==> src/rtl/cpu_pkg.sv <==
// Shared types and encodings for the simple-RISC multi-cycle controller.
package cpu_pkg;

    typedef enum logic [3:0] {
        S_RST, IF1, IF2, UPC, EXEC, LDR1, LDR2, STR, HALT
    } state_t;

    localparam logic [2:0] OPC_LDR  = 3'b011;
    localparam logic [2:0] OPC_STR  = 3'b100;
    localparam logic [2:0] OPC_ALU  = 3'b101;
    localparam logic [2:0] OPC_MOV  = 3'b110;
    localparam logic [2:0] OPC_HALT = 3'b111;

    localparam logic [1:0] OP_MOV_REG = 2'b00;
    localparam logic [1:0] OP_MOV_IMM = 2'b10;
    localparam logic [1:0] OP_CMP     = 2'b01;
    localparam logic [1:0] OP_PLAIN   = 2'b00;

    localparam logic [1:0] MEM_NONE  = 2'b00;
    localparam logic [1:0] MEM_READ  = 2'b01;
    localparam logic [1:0] MEM_WRITE = 2'b10;

    localparam logic [1:0] VSEL_ALU   = 2'b00;
    localparam logic [1:0] VSEL_PC    = 2'b01;
    localparam logic [1:0] VSEL_IMM8  = 2'b10;
    localparam logic [1:0] VSEL_MDATA = 2'b11;

    typedef struct packed {
        logic [2:0]  opcode;
        logic [1:0]  op;
        logic [2:0]  rn;
        logic [2:0]  rd;
        logic [1:0]  sh;
        logic [2:0]  rm;
        logic [15:0] sximm5;
        logic [15:0] sximm8;
    } instr_t;

endpackage

==> src/rtl/instr_decoder.sv <==
// Splits the instruction register into its fields and sign-extends the immediates.
module instr_decoder
    import cpu_pkg::*;
(
    input  logic [15:0] ir,
    output instr_t      dec
);

    always_comb begin
        dec.opcode = ir[15:13];
        dec.op     = ir[12:11];
        dec.rn     = ir[10:8];
        dec.rd     = ir[7:5];
        dec.sh     = ir[4:3];
        dec.rm     = ir[2:0];
        dec.sximm5 = {{11{ir[4]}}, ir[4:0]};
        dec.sximm8 = {{8{ir[7]}}, ir[7:0]};
    end

endmodule

==> src/rtl/cpu_controller.sv <==
// Multi-cycle fetch/decode/execute sequencer; owns PC, IR and the data-address register.
module cpu_controller
    import cpu_pkg::*;
#(
    parameter logic [7:0] RESET_PC = 8'h00
) (
    input  logic        clk,
    input  logic        rst_n,
    input  logic [15:0] mem_rdata,
    input  logic [15:0] datapath_out,
    output logic [1:0]  mem_cmd,
    output logic [7:0]  mem_addr,
    output logic        loads,
    output logic        asel,
    output logic        bsel,
    output logic        write,
    output logic [1:0]  vsel,
    output logic [1:0]  ALUop,
    output logic [1:0]  shift,
    output logic [2:0]  readA,
    output logic [2:0]  readB,
    output logic [2:0]  writenum,
    output logic [15:0] sximm5,
    output logic [15:0] sximm8,
    output logic [7:0]  PC,
    output logic        halted
);

    state_t      state_q, state_d;
    logic [7:0]  pc_q, pc_d;
    logic [15:0] ir_q, ir_d;
    logic [7:0]  addr_q, addr_d;
    instr_t      dec;

    // Only the low byte of the ALU result forms a memory address.
    logic unused_dp_hi;
    assign unused_dp_hi = ^datapath_out[15:8];

    instr_decoder u_dec (
        .ir  (ir_q),
        .dec (dec)
    );

    assign PC     = pc_q;
    assign sximm5 = dec.sximm5;
    assign sximm8 = dec.sximm8;

    always_ff @(posedge clk or negedge rst_n) begin
        if (!rst_n) begin
            state_q <= S_RST;
            pc_q    <= RESET_PC;
            ir_q    <= '0;
            addr_q  <= '0;
        end else begin
            state_q <= state_d;
            pc_q    <= pc_d;
            ir_q    <= ir_d;
            addr_q  <= addr_d;
        end
    end

    always_comb begin
        state_d  = state_q;
        pc_d     = pc_q;
        ir_d     = ir_q;
        addr_d   = addr_q;
        mem_cmd  = MEM_NONE;
        mem_addr = pc_q;
        loads    = 1'b0;
        asel     = 1'b0;
        bsel     = 1'b0;
        write    = 1'b0;
        vsel     = VSEL_ALU;
        ALUop    = 2'b00;
        shift    = 2'b00;
        readA    = 3'd0;
        readB    = 3'd0;
        writenum = 3'd0;
        halted   = 1'b0;

        case (state_q)
            S_RST: state_d = IF1;
            IF1: begin
                mem_cmd = MEM_READ;
                state_d = IF2;
            end
            IF2: begin
                mem_cmd = MEM_READ;
                ir_d    = mem_rdata;
                state_d = UPC;
            end
            UPC: begin
                pc_d    = pc_q + 8'd1;
                state_d = EXEC;
            end
            EXEC: begin
                state_d = IF1;
                case (dec.opcode)
                    OPC_MOV: begin
                        if (dec.op == OP_MOV_IMM) begin
                            vsel     = VSEL_IMM8;
                            writenum = dec.rn;
                            write    = 1'b1;
                        end else if (dec.op == OP_MOV_REG) begin
                            asel     = 1'b1;
                            readB    = dec.rm;
                            shift    = dec.sh;
                            writenum = dec.rd;
                            write    = 1'b1;
                        end
                    end
                    OPC_ALU: begin
                        readA = dec.rn;
                        readB = dec.rm;
                        shift = dec.sh;
                        ALUop = dec.op;
                        if (dec.op == OP_CMP) begin
                            loads = 1'b1;
                        end else begin
                            writenum = dec.rd;
                            write    = 1'b1;
                        end
                    end
                    OPC_LDR, OPC_STR: begin
                        if (dec.op == OP_PLAIN) begin
                            readA   = dec.rn;
                            bsel    = 1'b1;
                            addr_d  = datapath_out[7:0];
                            state_d = (dec.opcode == OPC_LDR) ? LDR1 : STR;
                        end
                    end
                    OPC_HALT: begin
                        if (dec.op == OP_PLAIN) state_d = HALT;
                    end
                    default: ;
                endcase
            end
            LDR1: begin
                mem_cmd  = MEM_READ;
                mem_addr = addr_q;
                state_d  = LDR2;
            end
            LDR2: begin
                mem_cmd  = MEM_READ;
                mem_addr = addr_q;
                vsel     = VSEL_MDATA;
                writenum = dec.rd;
                write    = 1'b1;
                state_d  = IF1;
            end
            STR: begin
                // Rd is routed through the shifter/ALU unchanged so it lands on datapath_out.
                mem_cmd  = MEM_WRITE;
                mem_addr = addr_q;
                readB    = dec.rd;
                asel     = 1'b1;
                state_d  = IF1;
            end
            HALT: halted = 1'b1;
            default: state_d = S_RST;
        endcase
    end

endmodule

==> config.mk <==
export PLATFORM = sky130hd
export DESIGN_NAME = cpu_controller
export DESIGN_NICKNAME = d
export VERILOG_FILES = /design/src/rtl/cpu_pkg.sv /design/src/rtl/instr_decoder.sv /design/src/rtl/cpu_controller.sv
export SDC_FILE = /design/constraint.sdc
export NUM_CORES = 1
export LEC_CHECK = 0
export CORE_ASPECT_RATIO = 0.8
export CORE_UTILIZATION = 35
export CTS_CLUSTER_SIZE = 25
export DETAILED_ROUTE_END_ITERATION = 7
export PLACE_DENSITY_LB_ADDON = 0.25
export SLEW_MARGIN = 10
export SYNTH_ARGS = -nofsm -noshare
export SYNTH_HDL_FRONTEND = slang
export SYNTH_SLANG_ARGS = --single-unit
export TNS_END_PERCENT = 100
==> constraint.sdc <==
create_clock -name clk -period 2.25 [get_ports clk]
set_clock_uncertainty 0.15 [all_clocks]
set_input_delay 0.225 -clock clk [delete_from_list [all_inputs] [get_ports clk]]
set_output_delay 0.225 -clock clk [all_outputs]
set_load 0.01 [all_outputs]
==> flow_metrics.py, run 1 <==
metrics = {
    "floorplanning": {
        "pin_count": 104,
        "coreArea_um2": 5650,
        "start_util_pct": 37.5,
        "rows": 24,
        "die_w_um": 89.0,
        "die_y_um": 71.6,
        "die_area_um2": 6370,
    },
    "sta": {
        "drv_slew": 0,
        "tightestPinTransition_ns": 0.817,
        "setup_violations": 0,
        "period_needed_ns": 2.19,
        "relSlewSlack_pct": 45.5,
        "min_period_over_period_pct": 97.2,
        "finalHoldViolations": 0,
        "max_freq_ghz": 0.457,
    },
    "worst_setup_path": {
        "critPathKind": "reg2out",
        "reg2reg_to": "addr_q[5]$_DFFE_PN0P_",
        "worst_ep_required_time_ns": 1.88,
        "end_kind": "output port",
        "rr_worst_depth": 7,
        "path_cells": "buf_4, o211a_1, buf_12, mux2_1, clkdlybuf4s15_1",
        "worst-path-buf-inv": 3,
        "crit_arrival_ns": 1.81,
        "start_kind": "register",
        "path_delay_family": "buffers and inverters",
        "path_max_fanout": 11,
        "regToRegSetupSlack_ns": 0.14,
        "reg2reg_from": "state_q[0]$_DFFE_PN0N_",
        "cp_slowest_cell": "dfrtp_1",
        "slowest_delay_ns": 0.40,
    },
    "synth": {
        "syn_nets": 228,
        "synth.avg_cell_area_um2": 11.0,
        "synth_seq_cells": 36,
        "synth_area_um2": 2120,
        "yosys.area.top_type": "dfrtp_1",
        "synthCells": 193,
        "synth-warning-count": 0,
        "synth.area.top_cells": "dfrtp_1, mux2_1, buf_4",
        "netlist.area_leader.share_pct": 42.5,
        "synthDistinctLibCells": 37,
        "ys_seq_area_share_pct": 42.5,
    },
    "clock_tree": {
        "htree_levels": 2,
        "cts.sinks": 36,
        "cts_buffer_depth": 2,
        "clkTransAtPathRegs_ns": 0.07,
        "cts_tree": "done",
        "cts-root-buf": "clkbuf_8",
        "clock_latency_ns": 0.29,
        "cts_inserted_buffers": 5,
    },
    "drt": {
        "wirelength_mm": 4.88,
        "dr.pass1.iters": 4,
        "routedWlPerCell_um": 13.8,
        "via_per_inst": 4.63,
        "via_count": 1635,
        "drc": 0,
        "drtIter0Drc": 55,
        "postRouteAntennaNets": 0,
    },
    "run_status": {
        "status": "finished, final reports clean",
    },
    "finish": {
        "nets": 309,
        "post-route-util_pct": 55.4,
        "layout-drive-gt1-share_pct": 20.4,
        "antennaDiodeCount": 0,
        "areaGrowthSynthToFinish_pct": 47.5,
        "postLayoutCellArea_um2": 3130,
    },
    "place": {
        "gp_congestion": 0.803,
        "io_buffer_count": 95,
        "placed_cell_area_um2": 3010,
        "post-dp-hpwl_mm": 3.60,
    },
    "grt": {
        "grt_overflow": 0,
        "grt_pass1_vias": 1576,
        "antenna_found_initial": 0,
        "grt_use_total_pct": 16.5,
        "grt_max_degree": 37,
        "grt_pass1_wl_mm": 7.94,
    },
    "worst_hold_path": {
        "min_to": "ir_q[15]$_DFFE_PN0P_",
        "hp-start": "mem_rdata[15]",
        "whs_path_depth": 3,
        "hold_class": "in2reg",
    },
    "power": {
        "p_leak_nw": 1.44,
        "p_per_area_nw_per_um2": 1240,
        "vdd_drop_max_mv": 0.486,
    },
    "job": {
        "maxCapViolCount": 0,
    },
}
==> worst max-delay path by stage <==
stage                                 from                     to  cells past startpoint
global route        state_q[1]$_DFFE_PN0N_            mem_addr[0]                      5
CTS                 state_q[3]$_DFFE_PN0N_            mem_addr[5]                      6
finish              state_q[0]$_DFFE_PN0N_            mem_addr[0]                      5
global placement    state_q[1]$_DFFE_PN0N_                  loads                      6
detailed placement  state_q[1]$_DFFE_PN0N_                  loads                      6
floorplan           state_q[1]$_DFFE_PN0N_  addr_q[0]$_DFFE_PN0P_                      6
==> layout by cell type (no fill, tap or decap), types with 3 or more instances in the layout <==
cell | Yosys | final
nand2_1 | 10 | 9
clkbuf_2 | 0 | 7
clkdlybuf4s15_1 | 0 | 10
buf_4 | 33 | 16
clkdlybuf4s50_1 | 0 | 65
clkbuf_8 | 0 | 6
a21oi_1 | 3 | 3
nor2_1 | 6 | 4
buf_2 | 6 | 3
xnor2_1 | 4 | 4
a22o_1 | 6 | 6
and3_1 | 7 | 6
mux2_1 | 31 | 31
nand4_1 | 3 | 3
o21ai_1 | 5 | 5
xor2_1 | 5 | 5
nor2b_1 | 5 | 3
dfrtp_1 | 36 | 35
dlygate4sd2_1 | 0 | 9
==> synth_stat cells <==
master,number
dfrtp_1,36
buf_4,33
mux2_1,31
nand2_1,10
and3_1,7
a22o_1,6
buf_2,6
nor2_1,6
nor2b_1,5
o21ai_1,5
xor2_1,5
xnor2_1,4
a21oi_1,3
and2_1,3
inv_1,3
nand4_1,3
a22oi_1,2
a31o_1,2
a31o_2,2
buf_6,2
nor3b_1,2
o21ai_0,2
and2_2,1
ha_1,1
inv_2,1
nand2b_1,1
nand3_1,1
nor3_1,1
nor3_2,1
nor4_1,1
nor4b_1,1
nor4b_4,1
nor4bb_1,1
o211a_1,1
o21a_4,1
o41ai_1,1
or3_1,1
==> stage by stage <==
stage	setup TNS, ns	worst slack (ns)	total power [mW]	cells	hold slack [ns]
after floorplan	0	0.364	2.58	193	-0.221
after global placement	0	0.0317	3.39	342	0.225
after detailed placement	-0.0132	-0.0132	3.44	342	0.222
after CTS	-0.000576	-0.000576	3.91	353	0.309
after global routing	-0.0472	-0.0303	4.18	353	0.348
final	0	0.0620	3.88	353	0.325
==> state kept, by name (all words and copies together) (netlist names) <==
register / flops
addr_q: 8
state_q: 4
PC: 8
ir_q: 16
==> metal layers <==
metal / GRT usage (%) / routed length, um / vias up
met2: 24.1 / 2240 / 50
met1: 23.5 / 2330 / 773
met4: 6.88 / 78 / 0
met5: 0 / 0 / -
li1: - / - / 803
met3: 3.92 / 232 / 9
==> worst min-delay path, delay by kind of cell <==
kind                   cells  cell delay, ns
AND/OR/NAND/NOR            1            0.05
AO/OA/AOI/OAI              1            0.05
buffers and inverters      1            0.39
==> area by class of cell <==
type / count / area (um^2)
Clock buffer: 8 / 90.1
Fill cell: 545 / 2520
Inverter: 4 / 15.0
Multi-Input combinational cell: 112 / 957
Sequential cell: 36 / 902
Tap cell: 78 / 97.6
Timing Repair Buffer: 115 / 1060
==> power breakdown <==
part	internal (mW)	total (mW)	leakage, nW	switching [mW]
Combinational	1.26	2.12	0.944	0.860
Sequential	0.932	1.28	0.446	0.350
Clock	0.250	0.472	0.0455	0.222
Total	2.45	3.88	1.44	1.43
==> what timing repair did <==
item / 4_1_cts / 5_1_grt
cloned: 0 / 0
hold buffers: 1 / 0
buffers inserted: 2 / 0
endpoints found under the hold margin: 36 / 0
gates resized for setup: 45 / 31
setup endpoints to repair: 29 / 24
pin swaps: 2 / 3
==> kinds of logic (layout without fill, tap and decap cells) <==
family,count (synthesis),after routing,share of synthesized area (%)
AND/OR/NAND/NOR,46,46,13.0
buffers and inverters,45,127,14.9
adder cells (fa/ha/maj),1,1,0.590
flip-flops,36,36,42.5
multiplexers,31,31,16.5
AO/OA/AOI/OAI,25,25,8.80
XOR/XNOR,9,9,3.72
Power figures use the tool's default switching activity.
==> inputs of run 2 (changes only) <==
Settings changed: TNS_END_PERCENT 100 to 10.
==> flow_metrics.py, run 2 (synthesized netlist as in run 1, its figures left out) <==
metrics = {
    "grt": {
        "grt_overflow": 0,
        "antenna_found_initial": 0,
        "grt_max_degree": 37,
        "grt_pass1_vias": 1558,
        "grt_use_total_pct": 16.4,
        "grt_pass1_wl_mm": 7.87,
    },
    "finish": {
        "stdcell_count": 351,
        "antennaDiodeCount": 0,
        "layout-drive-gt1-share_pct": 18.3,
        "max_flop_register": "ir_q",
        "nets": 307,
        "fillerInstances": 547,
        "areaGrowthSynthToFinish_pct": 47.2,
        "postLayoutCellArea_um2": 3120,
        "final_cell_mix": "clkdlybuf4s50_1, dfrtp_1, mux2_1",
        "layout_commonest_cell": "clkdlybuf4s50_1",
        "largest_register_ff_count": 16,
    },
    "worst_setup_path": {
        "path_cells": "buf_4, o211a_1, buf_12, mux2_1, dlygate4sd2_1",
        "slowest_delay_ns": 0.40,
        "critPathKind": "reg2out",
        "worst_ep_required_time_ns": 1.88,
        "reg2reg_to": "addr_q[5]$_DFFE_PN0P_",
        "reg2reg_from": "state_q[0]$_DFFE_PN0N_",
        "path_max_fanout": 11,
        "rr_worst_depth": 6,
        "regToRegSetupSlack_ns": 0.23,
        "crit_arrival_ns": 1.84,
        "start_kind": "register",
        "end_kind": "output port",
        "cp_slowest_cell": "dfrtp_1",
    },
    "clock_tree": {
        "clock_latency_ns": 0.29,
        "cts-root-buf": "clkbuf_8",
        "cts_tree": "done",
        "cts_buffer_depth": 2,
        "post_cts_buffers": 0,
        "cts.sinks": 36,
        "htree_levels": 2,
        "cts_inserted_buffers": 5,
        "clkTransAtPathRegs_ns": 0.07,
    },
    "sta": {
        "period_needed_ns": 2.22,
        "finalWorstSetupSlack_ns": 0.0344,
        "rsz0062_at_grt": "true",
        "whs_ns": 0.324,
        "drv_slew": 0,
        "relSlewSlack_pct": 45.2,
        "min_period_over_period_pct": 98.5,
        "setup_violations": 0,
        "setup_tns_ns": 0,
        "max_freq_ghz": 0.451,
        "tightestPinTransition_ns": 0.822,
        "finalHoldViolations": 0,
    },
    "floorplanning": {
        "coreArea_um2": 5650,
        "die_w_um": 89.0,
        "start_util_pct": 37.5,
        "die_y_um": 71.6,
        "pin_count": 104,
        "rows": 24,
        "die_area_um2": 6370,
    },
    "worst_hold_path": {
        "whs_path_depth": 3,
        "hp-start": "mem_rdata[15]",
        "hold_class": "in2reg",
        "min_to": "ir_q[15]$_DFFE_PN0P_",
    },
    "place": {
        "post-dp-hpwl_mm": 3.60,
        "placed_cell_area_um2": 3010,
        "io_buffer_count": 95,
        "post-place-ws_ns": -0.0132,
        "gp_congestion": 0.803,
        "numPlacedInstances": 342,
    },
    "power": {
        "power.net_switching_mw": 1.43,
        "p_int_mw": 2.44,
        "combinationalPowerShare_pct": 54.7,
        "p_leak_nw": 1.49,
        "p_per_area_nw_per_um2": 1240,
        "vdd_drop_max_mv": 0.457,
        "power_frac_clock_pct": 12.3,
        "pwr-share-seq_pct": 33.1,
        "swShare_pct": 36.9,
    },
    "drt": {
        "drc": 0,
        "via_per_inst": 4.60,
        "drtIter0Drc": 48,
        "wirelength_mm": 4.87,
        "dr.pass1.iters": 4,
        "via_count": 1615,
        "routedWlPerCell_um": 13.9,
        "postRouteAntennaNets": 0,
    },
    "run_status": {
        "status": "finished, final reports clean",
    },
    "job": {
        "maxCapViolCount": 0,
    },
}
[run 2: metrics by stage]
step	power, mW	utilization, %
6_report	3.87	55.3
5_1_grt	4.16	55.3
3_5_place_dp	3.44	53.3
4_1_cts	3.89	54.8
2_1_floorplan	2.58	-
3_3_place_gp	3.39	53.3
[run 2: what timing repair did]
item / 4_1_cts / 5_1_grt
pin swaps: 1 / 3
endpoints found under the setup margin: 29 / 25
cloned: 0 / 0
endpoints found under the hold margin: 36 / 0
hold buffers: 1 / 0
gates resized for setup: 33 / 33
[run 2: how the worst max path moves through the flow]
stage | startpoint | endpoint | cells after the start
floorplan | state_q[1]$_DFFE_PN0N_ | addr_q[0]$_DFFE_PN0P_ | 6
global placement | state_q[1]$_DFFE_PN0N_ | loads | 6
detailed placement | state_q[1]$_DFFE_PN0N_ | loads | 6
CTS | state_q[3]$_DFFE_PN0N_ | shift[1] | 6
global route | state_q[1]$_DFFE_PN0N_ | mem_addr[0] | 5
finish | state_q[0]$_DFFE_PN0N_ | mem_addr[0] | 5
[run 2: layout make-up]
type	instances	area, um^2	share of cell area, %
multi-input cells	112	945	30.3
well taps	78	97.6	3.13
repair buffers	113	1070	34.3
inverters	4	15.0	0.481
clock buffers	8	90.1	2.89
flip-flops and latches	36	902	28.9
[run 2: metal layers]
metal / track usage (%) / wire length (um) / vias up
li1: - / - / 801
met1: 23.4 / 2390 / 762
met2: 23.7 / 2190 / 43
met3: 3.92 / 208 / 9
met4: 6.88 / 78 / 0
met5: 0 / 0 / -
[run 2: power by group through the flow]
| stage | Clock [mW] | Sequential [mW] | Combinational (mW) |
|---|---|---|---|
| global route | 0.526 | 1.34 | 2.30 |
| detailed placement | 0 | 1.28 | 2.16 |
| CTS | 0.500 | 1.27 | 2.12 |
| global placement | 0 | 1.26 | 2.13 |
| finish | 0.474 | 1.28 | 2.11 |
| floorplan | 0 | 1.20 | 1.38 |
[run 2: critical path: cells and delay by family (launching register included)]
| family | cells | cell delay [ns] |
|---|---|---|
| buf+inv | 3 | 0.61 |
| flops | 1 | 0.40 |
| mux | 1 | 0.30 |
| compound gates | 1 | 0.24 |
==> inputs of run 3 (changes only) <==
Settings changed: CORE_UTILIZATION 35 to 41.
==> flow_metrics.py, run 3 (synthesized netlist as in run 1, its figures left out) <==
metrics = {
    "floorplanning": {
        "pin_count": 104,
        "die_area_um2": 5460,
        "die_w_um": 82.4,
        "start_util_pct": 42.6,
        "coreArea_um2": 4980,
        "rows": 23,
        "die_y_um": 66.3,
    },
    "power": {
        "power.net_switching_mw": 1.43,
        "p_int_mw": 2.44,
        "pwr-share-seq_pct": 32.9,
        "p_per_area_nw_per_um2": 1250,
        "power_frac_clock_pct": 12.1,
        "vdd_drop_max_mv": 0.567,
        "combinationalPowerShare_pct": 54.9,
        "total_power_mw": 3.86,
        "swShare_pct": 36.9,
        "p_leak_nw": 1.46,
    },
    "grt": {
        "antenna_found_initial": 0,
        "busiest_layer": "met2",
        "use_met1_pct": 25.1,
        "grt_use_total_pct": 19.1,
        "grt_max_degree": 37,
        "grt_pass1_vias": 1531,
        "grt.met3_usage_pct": 3.31,
        "met2_usage_pct": 30.7,
        "grt_overflow": 0,
        "grt_pass1_wl_mm": 7.64,
    },
    "clock_tree": {
        "htree_levels": 2,
        "cts_tree": "done",
        "cts_buffer_depth": 2,
        "cts.sinks": 36,
        "clkTransAtPathRegs_ns": 0.07,
        "cts_inserted_buffers": 5,
        "cts-root-buf": "clkbuf_8",
        "clock_latency_ns": 0.29,
    },
    "worst_setup_path": {
        "regToRegSetupSlack_ns": 0.19,
        "path_max_fanout": 7,
        "end_kind": "output port",
        "critPathKind": "reg2out",
        "crit_arrival_ns": 1.83,
        "worst_ep_required_time_ns": 1.88,
        "start_kind": "register",
    },
    "run_status": {
        "status": "finished, final reports clean",
    },
    "drt": {
        "via_per_inst": 4.83,
        "via_count": 1641,
        "routedWlPerCell_um": 14.2,
        "drtIter0Drc": 67,
        "drc": 0,
        "wirelength_mm": 4.84,
        "postRouteAntennaNets": 0,
        "dr.pass1.iters": 4,
    },
    "sta": {
        "tightestPinTransition_ns": 0.785,
        "setup_violations": 0,
        "rsz0062_at_grt": "true",
        "max_freq_ghz": 0.453,
        "whs_ns": 0.325,
        "finalHoldViolations": 0,
        "relSlewSlack_pct": 47.6,
        "setup_tns_ns": 0,
        "drv_slew": 0,
        "period_needed_ns": 2.21,
        "min_period_over_period_pct": 98.1,
    },
    "finish": {
        "fillerInstances": 425,
        "max_flop_register": "ir_q",
        "multiInputGateArea_um2": 946,
        "layout-drive-gt1-share_pct": 20.9,
        "ff_latch_area_um2": 902,
        "final_cell_mix": "clkdlybuf4s50_1, dfrtp_1, mux2_1",
        "antennaDiodeCount": 0,
        "largest_register_ff_count": 16,
        "nets": 312,
        "areaGrowthSynthToFinish_pct": 45.6,
        "post-route-util_pct": 62.0,
        "layout_commonest_cell": "clkdlybuf4s50_1",
        "stdcell_count": 340,
    },
    "place": {
        "numPlacedInstances": 327,
        "gp_congestion": 0.746,
        "io_buffer_count": 95,
        "post-dp-hpwl_mm": 3.56,
    },
    "worst_hold_path": {
        "hold_class": "in2reg",
    },
    "job": {
        "maxCapViolCount": 0,
    },
}
==> run 3: cell count changes in the layout (fill, tap and decap cells not counted), sizes merged <==
cell	change
clkbuf	+5
buf	+5
clkdlybuf4s50	+1
dlymetal6s2s	-3
clkdlybuf4s15	-6
dlygate4sd2	+3
==> run 3: final timing paths <==
path	from	end	depth (start not counted)
setup / recovery	state_q[0]$_DFFE_PN0N_	halted	4
hold / removal	mem_rdata[11]	ir_q[11]$_DFFE_PN0P_	3
setup reg to reg	state_q[3]$_DFFE_PN0N_	addr_q[0]$_DFFE_PN0P_	6
hold reg to reg	addr_q[1]$_DFFE_PN0P_	addr_q[1]$_DFFE_PN0P_	1
max in group asynchronous	rst_n	state_q[3]$_DFFE_PN0N_	2
min in group asynchronous	rst_n	addr_q[0]$_DFFE_PN0P_	2
==> run 3: layer usage <==
metal	vias up	wire [um]
li1	808	-
met1	784	2190
met2	40	2390
met3	9	157
met4	0	102
met5	-	0
==> run 3: what timing repair did <==
item / 4_1_cts / 5_1_grt
gates resized for setup: 38 / 29
pin swaps: 3 / 2
setup endpoints to repair: 28 / 18
buffers inserted: 3 / 1
endpoints found under the hold margin: 36 / 0
hold buffers: 1 / 0
==> run 3: stage by stage <==
step                      setup WS, ns  area (um^2)
after global placement          0.0341         2980
after CTS                       -0.204         3100
after detailed placement      -0.00910         2980
after global routing           -0.0400         3090
after floorplan                  0.364         2120
final                           0.0423         3090
==> run 3: critical path, cell delays in order (launching register included) <==
cell,delay [ns]
dfrtp_1,0.43
buf_4,0.19
nor4_2,0.24
buf_4,0.16
clkdlybuf4s50_1,0.52
==> run 3: power groups by stage <==
stage	clock network (mW)	logic, mW	registers, mW
after floorplan	0	1.38	1.20
after global placement	0	2.10	1.26
after detailed placement	0	2.14	1.28
after CTS	0.486	2.13	1.27
after global routing	0.513	2.31	1.33
final	0.469	2.12	1.27
==> run 3: cell type report <==
type                       count  area share, %
timing repair buffer         118           34.2
sequential                    36           29.2
inverter                       4          0.487
tap                           62           2.51
clock buffer                   8           2.92
multi-input combinational    112           30.7
